**src/rtl/bbox_scan_param.sv**
```systemverilog
// bbox_scan_param: streams an image from a synchronous RAM and reports the bounding box of pixels >= thresh.
// Optional macro BBOX_PIXCOUNT_EN adds a foreground pixel count output.
module bbox_scan_param #(
  parameter int IMG_W  = 100,
  parameter int IMG_H  = 100,
  parameter int PIX_W  = 8,
  parameter int RD_LAT = 1,
  localparam int X_W    = $clog2(IMG_W),
  localparam int Y_W    = $clog2(IMG_H),
  localparam int ADDR_W = $clog2(IMG_W*IMG_H)
) (
  input  logic              CLOCK_50,
  input  logic              reset,
  input  logic              start,
  input  logic [PIX_W-1:0]  thresh,
  output logic [ADDR_W-1:0] rd_addr,
  output logic              rd_en,
  input  logic [PIX_W-1:0]  rd_data,
  output logic              busy,
  output logic              done,
  output logic              found,
  output logic [X_W-1:0]    xMin,
  output logic [X_W-1:0]    xMax,
  output logic [Y_W-1:0]    yMin,
  output logic [Y_W-1:0]    yMax
`ifdef BBOX_PIXCOUNT_EN
  ,
  output logic [ADDR_W:0]   pix_count
`endif
);
  typedef enum logic [1:0] {IDLE, SCAN, DRAIN, DONE} state_t;
  state_t state;
  logic [X_W-1:0] x, rx_min, rx_max;
  logic [Y_W-1:0] y, ry_min, ry_max;
  logic [PIX_W-1:0] th_q;
  logic [2:0] dcnt;
  logic [RD_LAT-1:0][X_W-1:0] px;
  logic [RD_LAT-1:0][Y_W-1:0] py;
  logic [RD_LAT-1:0] pv;
  logic hit, x_last, a_last;
`ifdef BBOX_PIXCOUNT_EN
  logic [ADDR_W:0] cnt_run;
`endif
  always_comb begin
    hit = pv[RD_LAT-1] && (rd_data >= th_q);
    x_last = x == X_W'(IMG_W-1);
    a_last = rd_addr == ADDR_W'(IMG_W*IMG_H-1);
  end
  always_ff @(posedge CLOCK_50 or posedge reset)
    if (reset) begin
      state <= IDLE;
      rd_addr <= '0;
      rd_en <= 1'b0;
      busy <= 1'b0;
      done <= 1'b0;
      found <= 1'b0;
      xMin <= '0;
      xMax <= '0;
      yMin <= '0;
      yMax <= '0;
      x <= '0;
      y <= '0;
      rx_min <= '0;
      rx_max <= '0;
      ry_min <= '0;
      ry_max <= '0;
      th_q <= '0;
      dcnt <= '0;
      px <= '0;
      py <= '0;
      pv <= '0;
`ifdef BBOX_PIXCOUNT_EN
      cnt_run <= '0;
      pix_count <= '0;
`endif
    end else begin
      for (int i = RD_LAT-1; i > 0; i--) begin
        px[i] <= px[i-1];
        py[i] <= py[i-1];
        pv[i] <= pv[i-1];
      end
      px[0] <= x;
      py[0] <= y;
      pv[0] <= rd_en;
      if (hit) begin
        found <= 1'b1;
        rx_min <= px[RD_LAT-1] < rx_min ? px[RD_LAT-1] : rx_min;
        rx_max <= px[RD_LAT-1] > rx_max ? px[RD_LAT-1] : rx_max;
        ry_min <= py[RD_LAT-1] < ry_min ? py[RD_LAT-1] : ry_min;
        ry_max <= py[RD_LAT-1] > ry_max ? py[RD_LAT-1] : ry_max;
`ifdef BBOX_PIXCOUNT_EN
        cnt_run <= cnt_run + 1'b1;
`endif
      end
      case (state)
        IDLE, DONE:
          if (start) begin
            state <= SCAN;
            th_q <= thresh;
            x <= '0;
            y <= '0;
            rd_addr <= '0;
            rd_en <= 1'b1;
            busy <= 1'b1;
            done <= 1'b0;
            found <= 1'b0;
            rx_min <= X_W'(IMG_W-1);
            ry_min <= Y_W'(IMG_H-1);
            rx_max <= '0;
            ry_max <= '0;
`ifdef BBOX_PIXCOUNT_EN
            cnt_run <= '0;
`endif
          end
        SCAN:
          if (a_last) begin
            state <= DRAIN;
            rd_en <= 1'b0;
            dcnt <= '0;
          end else begin
            rd_addr <= rd_addr + 1'b1;
            x <= x_last ? '0 : x + 1'b1;
            y <= x_last ? y + 1'b1 : y;
          end
        default:
          // the last pixel reaches the running registers one edge before publishing
          if (dcnt == 3'(RD_LAT)) begin
            state <= DONE;
            busy <= 1'b0;
            done <= 1'b1;
            xMin <= found ? rx_min : '0;
            xMax <= found ? rx_max : '0;
            yMin <= found ? ry_min : '0;
            yMax <= found ? ry_max : '0;
`ifdef BBOX_PIXCOUNT_EN
            pix_count <= cnt_run;
`endif
          end else dcnt <= dcnt + 1'b1;
      endcase
    end
endmodule

```
**config.mk**
```make
export PLATFORM = sky130hd
export DESIGN_NAME = bbox_scan_param
export DESIGN_NICKNAME = d
export VERILOG_FILES = /design/src/rtl/bbox_scan_param.sv
export SDC_FILE = /design/constraint.sdc
export NUM_CORES = 1
export LEC_CHECK = 0
export ABC_AREA = 1
export CORE_AREA = 3 3 139 141
export CTS_CLUSTER_SIZE = 20
export DETAILED_ROUTE_END_ITERATION = 8
export DIE_AREA = 0 0 142 144
export MAX_ROUTING_LAYER = met4
export PLACE_DENSITY = 0.55
export SLEW_MARGIN = 25
export SYNTH_ARGS = -nofsm -noshare
export SYNTH_HDL_FRONTEND = slang
export SYNTH_SLANG_ARGS = --single-unit
```
**constraint.sdc**
```tcl
create_clock -name CLOCK_50 -period 4.5 [get_ports CLOCK_50]
set_clock_uncertainty 0.15 [all_clocks]
set_input_delay 0.9 -clock CLOCK_50 [delete_from_list [all_inputs] [get_ports CLOCK_50]]
set_output_delay 0.9 -clock CLOCK_50 [all_outputs]
set_load 0.01 [all_outputs]
```
==> results_dict.tcl <==
set metrics [dict create \
    drt.antenna.violating_nets 0 \
    worst-endpoint-arrival_ps 2940 \
    drt-pass1-iter-count 5 \
    via_count 5143 \
    post_drt_wl_per_cell_um 13.30 \
    synth_compound_area_frac 0.08247 \
    tritoncts "built" \
    p_leak_nw 3.979 \
    number_of_storage_elements_in_the_synthesis_netlist 116 \
    yosys.area.top_type_share 0.4600 \
    viasPerCell 4.671 \
    yosys-mux-area-fraction 0 \
    worst_pin_slew_ps 829.4 \
    synth_nets 850 \
    design.portCount 65 \
    numPortBuffers 64 \
    worstHoldPathType "flop to flop" \
    avgSynthCellArea_um2 7.999 \
    clock_sink_count 116 \
    finalHoldWorstSlack_ps 278.0 \
    critPathMaxStageDelay_ps 450 \
    yosys.area_share.adder 0.08327 \
    yosys.area_share.xor_xnor 0.01665 \
    relSlewSlack 0.4471 \
    synth_top_flop_cell "sky130_fd_sc_hd__dfrtp_1" \
    fin_setup_tns_ps 0 \
    fin_crit_ps 2801 \
    power-per-cell-area_mw_per_mm2 646.8 \
    syn-instance-count 789 \
    floorplan.die.height_um 144 \
    clk_root_buffer_cell "sky130_fd_sc_hd__clkbuf_16" \
    dominant_combinational_cell_family_by_area_after_synthesis "simple AND/OR/NAND/NOR gates" \
    endpoint_kind_of_the_worst_setup_timing_path "flop" \
    fin_ws_ps 1699 \
    synth-seq-area-share 0.4600 \
    detailedRoute.firstIterationViolations 241 \
    ir_drop_mv 0.3608 \
    critical_path_peak_fanout 17 \
    number_of_antenna_violations_at_the_first_check_in_global_routing 0 \
    async_reset_ff_frac 1.000 \
    post_route_cells_drive_above_1_share 0.06881 \
    critPathKind "input pin to flop" \
    sw_frac_of_total 0.3899 \
    drv_cap 0 \
    cts_inserted_buffers 17 \
    synth.most_common_cell "sky130_fd_sc_hd__nand2_1" \
    run_status "finished, final reports clean" \
    ys_types 36 \
    grt_setup_unrepaired "no" \
    cts-htree-levels 4 \
    postCtsResizedCells 0 \
    synth_top_cells_by_count "sky130_fd_sc_hd__nand2_1, sky130_fd_sc_hd__dfrtp_1, sky130_fd_sc_hd__inv_1, sky130_fd_sc_hd__nand3_1, sky130_fd_sc_hd__nor2_1" \
    die_w_um 142 \
    finalMaxSlewViolations 0 \
    post-dp-hpwl_um 10180 \
    critical_path_top_delay_cell "sky130_fd_sc_hd__clkdlybuf4s50_1" \
    synthesis.yosys.warnings 0 \
    clock_power_share 0.289 \
    setup_viol 0 \
    insertion_delay_ps 410 \
    nets 920 \
    switching_power_mw 1.979 \
    place_congestion 0.8270 \
    synth_top_cell_by_area "sky130_fd_sc_hd__dfrtp_1" \
    worst_ep_required_time_ps 4640 \
    wirelength_um 14640 \
    drcViolationCount 0 \
    comb_power_share 0.404 \
    cp-start-kind "input pin" \
    remaining_global_route_overflow 0 \
    multi_input_area_mm2 0.002885 \
    detailedPlace.worstSlack_ps 1272 \
    cell_internal_pwr_mw 3.097 \
    synthesis.area_mm2 0.006311 \
    largest_net_degree_at_the_start_of_global_routing 65 \
    core_region_area_mm2 0.01809 \
    grt_first_pass_wirelength_um 25490 \
    synth-edff-count 0 \
    yosys-top-cells-area "sky130_fd_sc_hd__dfrtp_1, sky130_fd_sc_hd__nand2_1, sky130_fd_sc_hd__ha_1" \
    antenna-diode-count 0 \
    area_growth_pct 24.35 \
    ff_latch_area_mm2 0.002903 \
    clock_path_buffers 2 \
    power_frac_seq 0.307 \
    synth_simple_gate_area_frac 0.2748 \
    worstPathCellList "clkdlybuf4s50_1 -> inv_1 -> ha_1 -> nand2_1 -> nand3_1 -> nand2_1 -> nand2_1 -> nand2_1 -> nand2_1 -> buf_4 -> nand2_1 -> o21ai_0 -> nor2_1" \
    fin_crit_sh 0.6224 \
    cts_hold_buf 0 \
    final_hold_viol_count 0 \
    timing.fmax_mhz 357.0 \
    floorplan.initialDensity 0.3489 \
    core.rowCount 49 \
    grt.total_usage 0.1595 \
    die-area_mm2 0.02045 \
    cts.reportedPaths.clkPinSlew_ps 50 \
    number_of_fill_cells_in_the_layout 1804 \
    cpMostUsedCell "sky130_fd_sc_hd__nand2_1" \
    post-cts-setup-buffer-count 0 \
    vias_in_the_first_global_route 5093 \
]
-- placed cells by master (no fill, tap or decap), types with 2 or more instances in the layout --
master	instances
sky130_fd_sc_hd__dfrtp_1	116
sky130_fd_sc_hd__nand2_2	2
sky130_fd_sc_hd__xor2_1	11
sky130_fd_sc_hd__inv_1	104
sky130_fd_sc_hd__o21ai_0	59
sky130_fd_sc_hd__clkdlybuf4s50_1	64
sky130_fd_sc_hd__a21oi_1	11
sky130_fd_sc_hd__o21ai_1	2
sky130_fd_sc_hd__nor2_1	60
sky130_fd_sc_hd__bufinv_16	4
sky130_fd_sc_hd__or2_2	7
sky130_fd_sc_hd__nand2_1	208
sky130_fd_sc_hd__nand3_1	82
sky130_fd_sc_hd__ha_1	42
sky130_fd_sc_hd__nor3_1	4
sky130_fd_sc_hd__o21bai_1	12
sky130_fd_sc_hd__buf_4	11
sky130_fd_sc_hd__clkbuf_8	5
sky130_fd_sc_hd__clkbuf_16	17
sky130_fd_sc_hd__a21boi_0	2
sky130_fd_sc_hd__nand3b_1	10
sky130_fd_sc_hd__clkinv_2	4
sky130_fd_sc_hd__nand4_1	18
-- final timing paths --
check / to / cells past startpoint / startpoint / slack (ps)
worst max-delay path: ry_min[3] / 13 / rd_data[0] / 1700
worst min-delay path: px[3] / 0 / x[3] / 280
worst max register to register: x[4] / 9 / state[0] / 2040
worst min register to register: px[3] / 0 / x[3] / 280
max in group asynchronous: yMax[4] / 3 / reset / 2490
min in group asynchronous: rd_addr[1] / 2 / reset / 840
-- flip-flops by register name, summed over array words and instances, names as in the netlist --
| name | flops |
|---|---|
| busy | 1 |
| dcnt | 3 |
| done | 1 |
| found | 1 |
| pv | 1 |
| px | 7 |
| py | 7 |
| rd_addr | 14 |
| rd_en | 1 |
| rx_max | 7 |
| rx_min | 7 |
| ry_max | 7 |
| ry_min | 7 |
| state | 2 |
| th_q | 8 |
| x | 7 |
| xMax | 7 |
| xMin | 7 |
| y | 7 |
| yMax | 7 |
| yMin | 7 |
-- worst max-delay path, delay by kind of cell --
kind	cells	cell delay (ps)
AO/OA/AOI/OAI	1	340
adder cells (fa/ha/maj)	1	260
AND/OR/NAND/NOR	8	750
buffers and inverters	3	680
-- per-stage QoR --
| step | utilization | power (mW) | instances | area, um^2 |
|---|---|---|---|---|
| after detailed placement | 0.3982 | 3.642 | 1069 | 7202 |
| after CTS | 0.4339 | 5.142 | 1101 | 7848 |
| after global routing | 0.4339 | 5.515 | 1101 | 7848 |
| after global placement | 0.3982 | 3.627 | 1069 | 7202 |
| final | 0.4339 | 5.076 | 1101 | 7848 |
| after floorplan | - | 2.978 | 789 | 6311 |
-- cell type report --
class | instances | share of cell area
clock inverters | 9 | 0.01881
inverters | 107 | 0.05150
multi-input cells | 542 | 0.3677
flip-flops and latches | 116 | 0.3699
well taps | 229 | 0.03651
clock buffers | 23 | 0.06346
repair buffers | 75 | 0.09216
-- cell families (layout without fill, tap and decap cells) --
group,after synthesis,in the layout
AO/OA/AOI/OAI,92,92
XOR/XNOR,12,12
adder cells (fa/ha/maj),42,42
buffers and inverters,131,214
flip-flops,116,116
AND/OR/NAND/NOR,396,396
-- per-layer routing --
layer  share of wire  GRT usage
met1            0.51     0.2150
met2            0.44     0.2437
met3           0.035    0.02877
met4           0.016    0.05354
met5               0          -
-- power groups by stage --
stage               Sequential [mW]  Combinational, mW  Clock (mW)
floorplan                      1.57               1.41           0
global placement               1.57               2.05           0
detailed placement             1.58               2.06           0
CTS                            1.56               2.08        1.50
global route                   1.60               2.36        1.55
finish                         1.56               2.05        1.47
No activity file was read; power rests on OpenSTA's default activity.
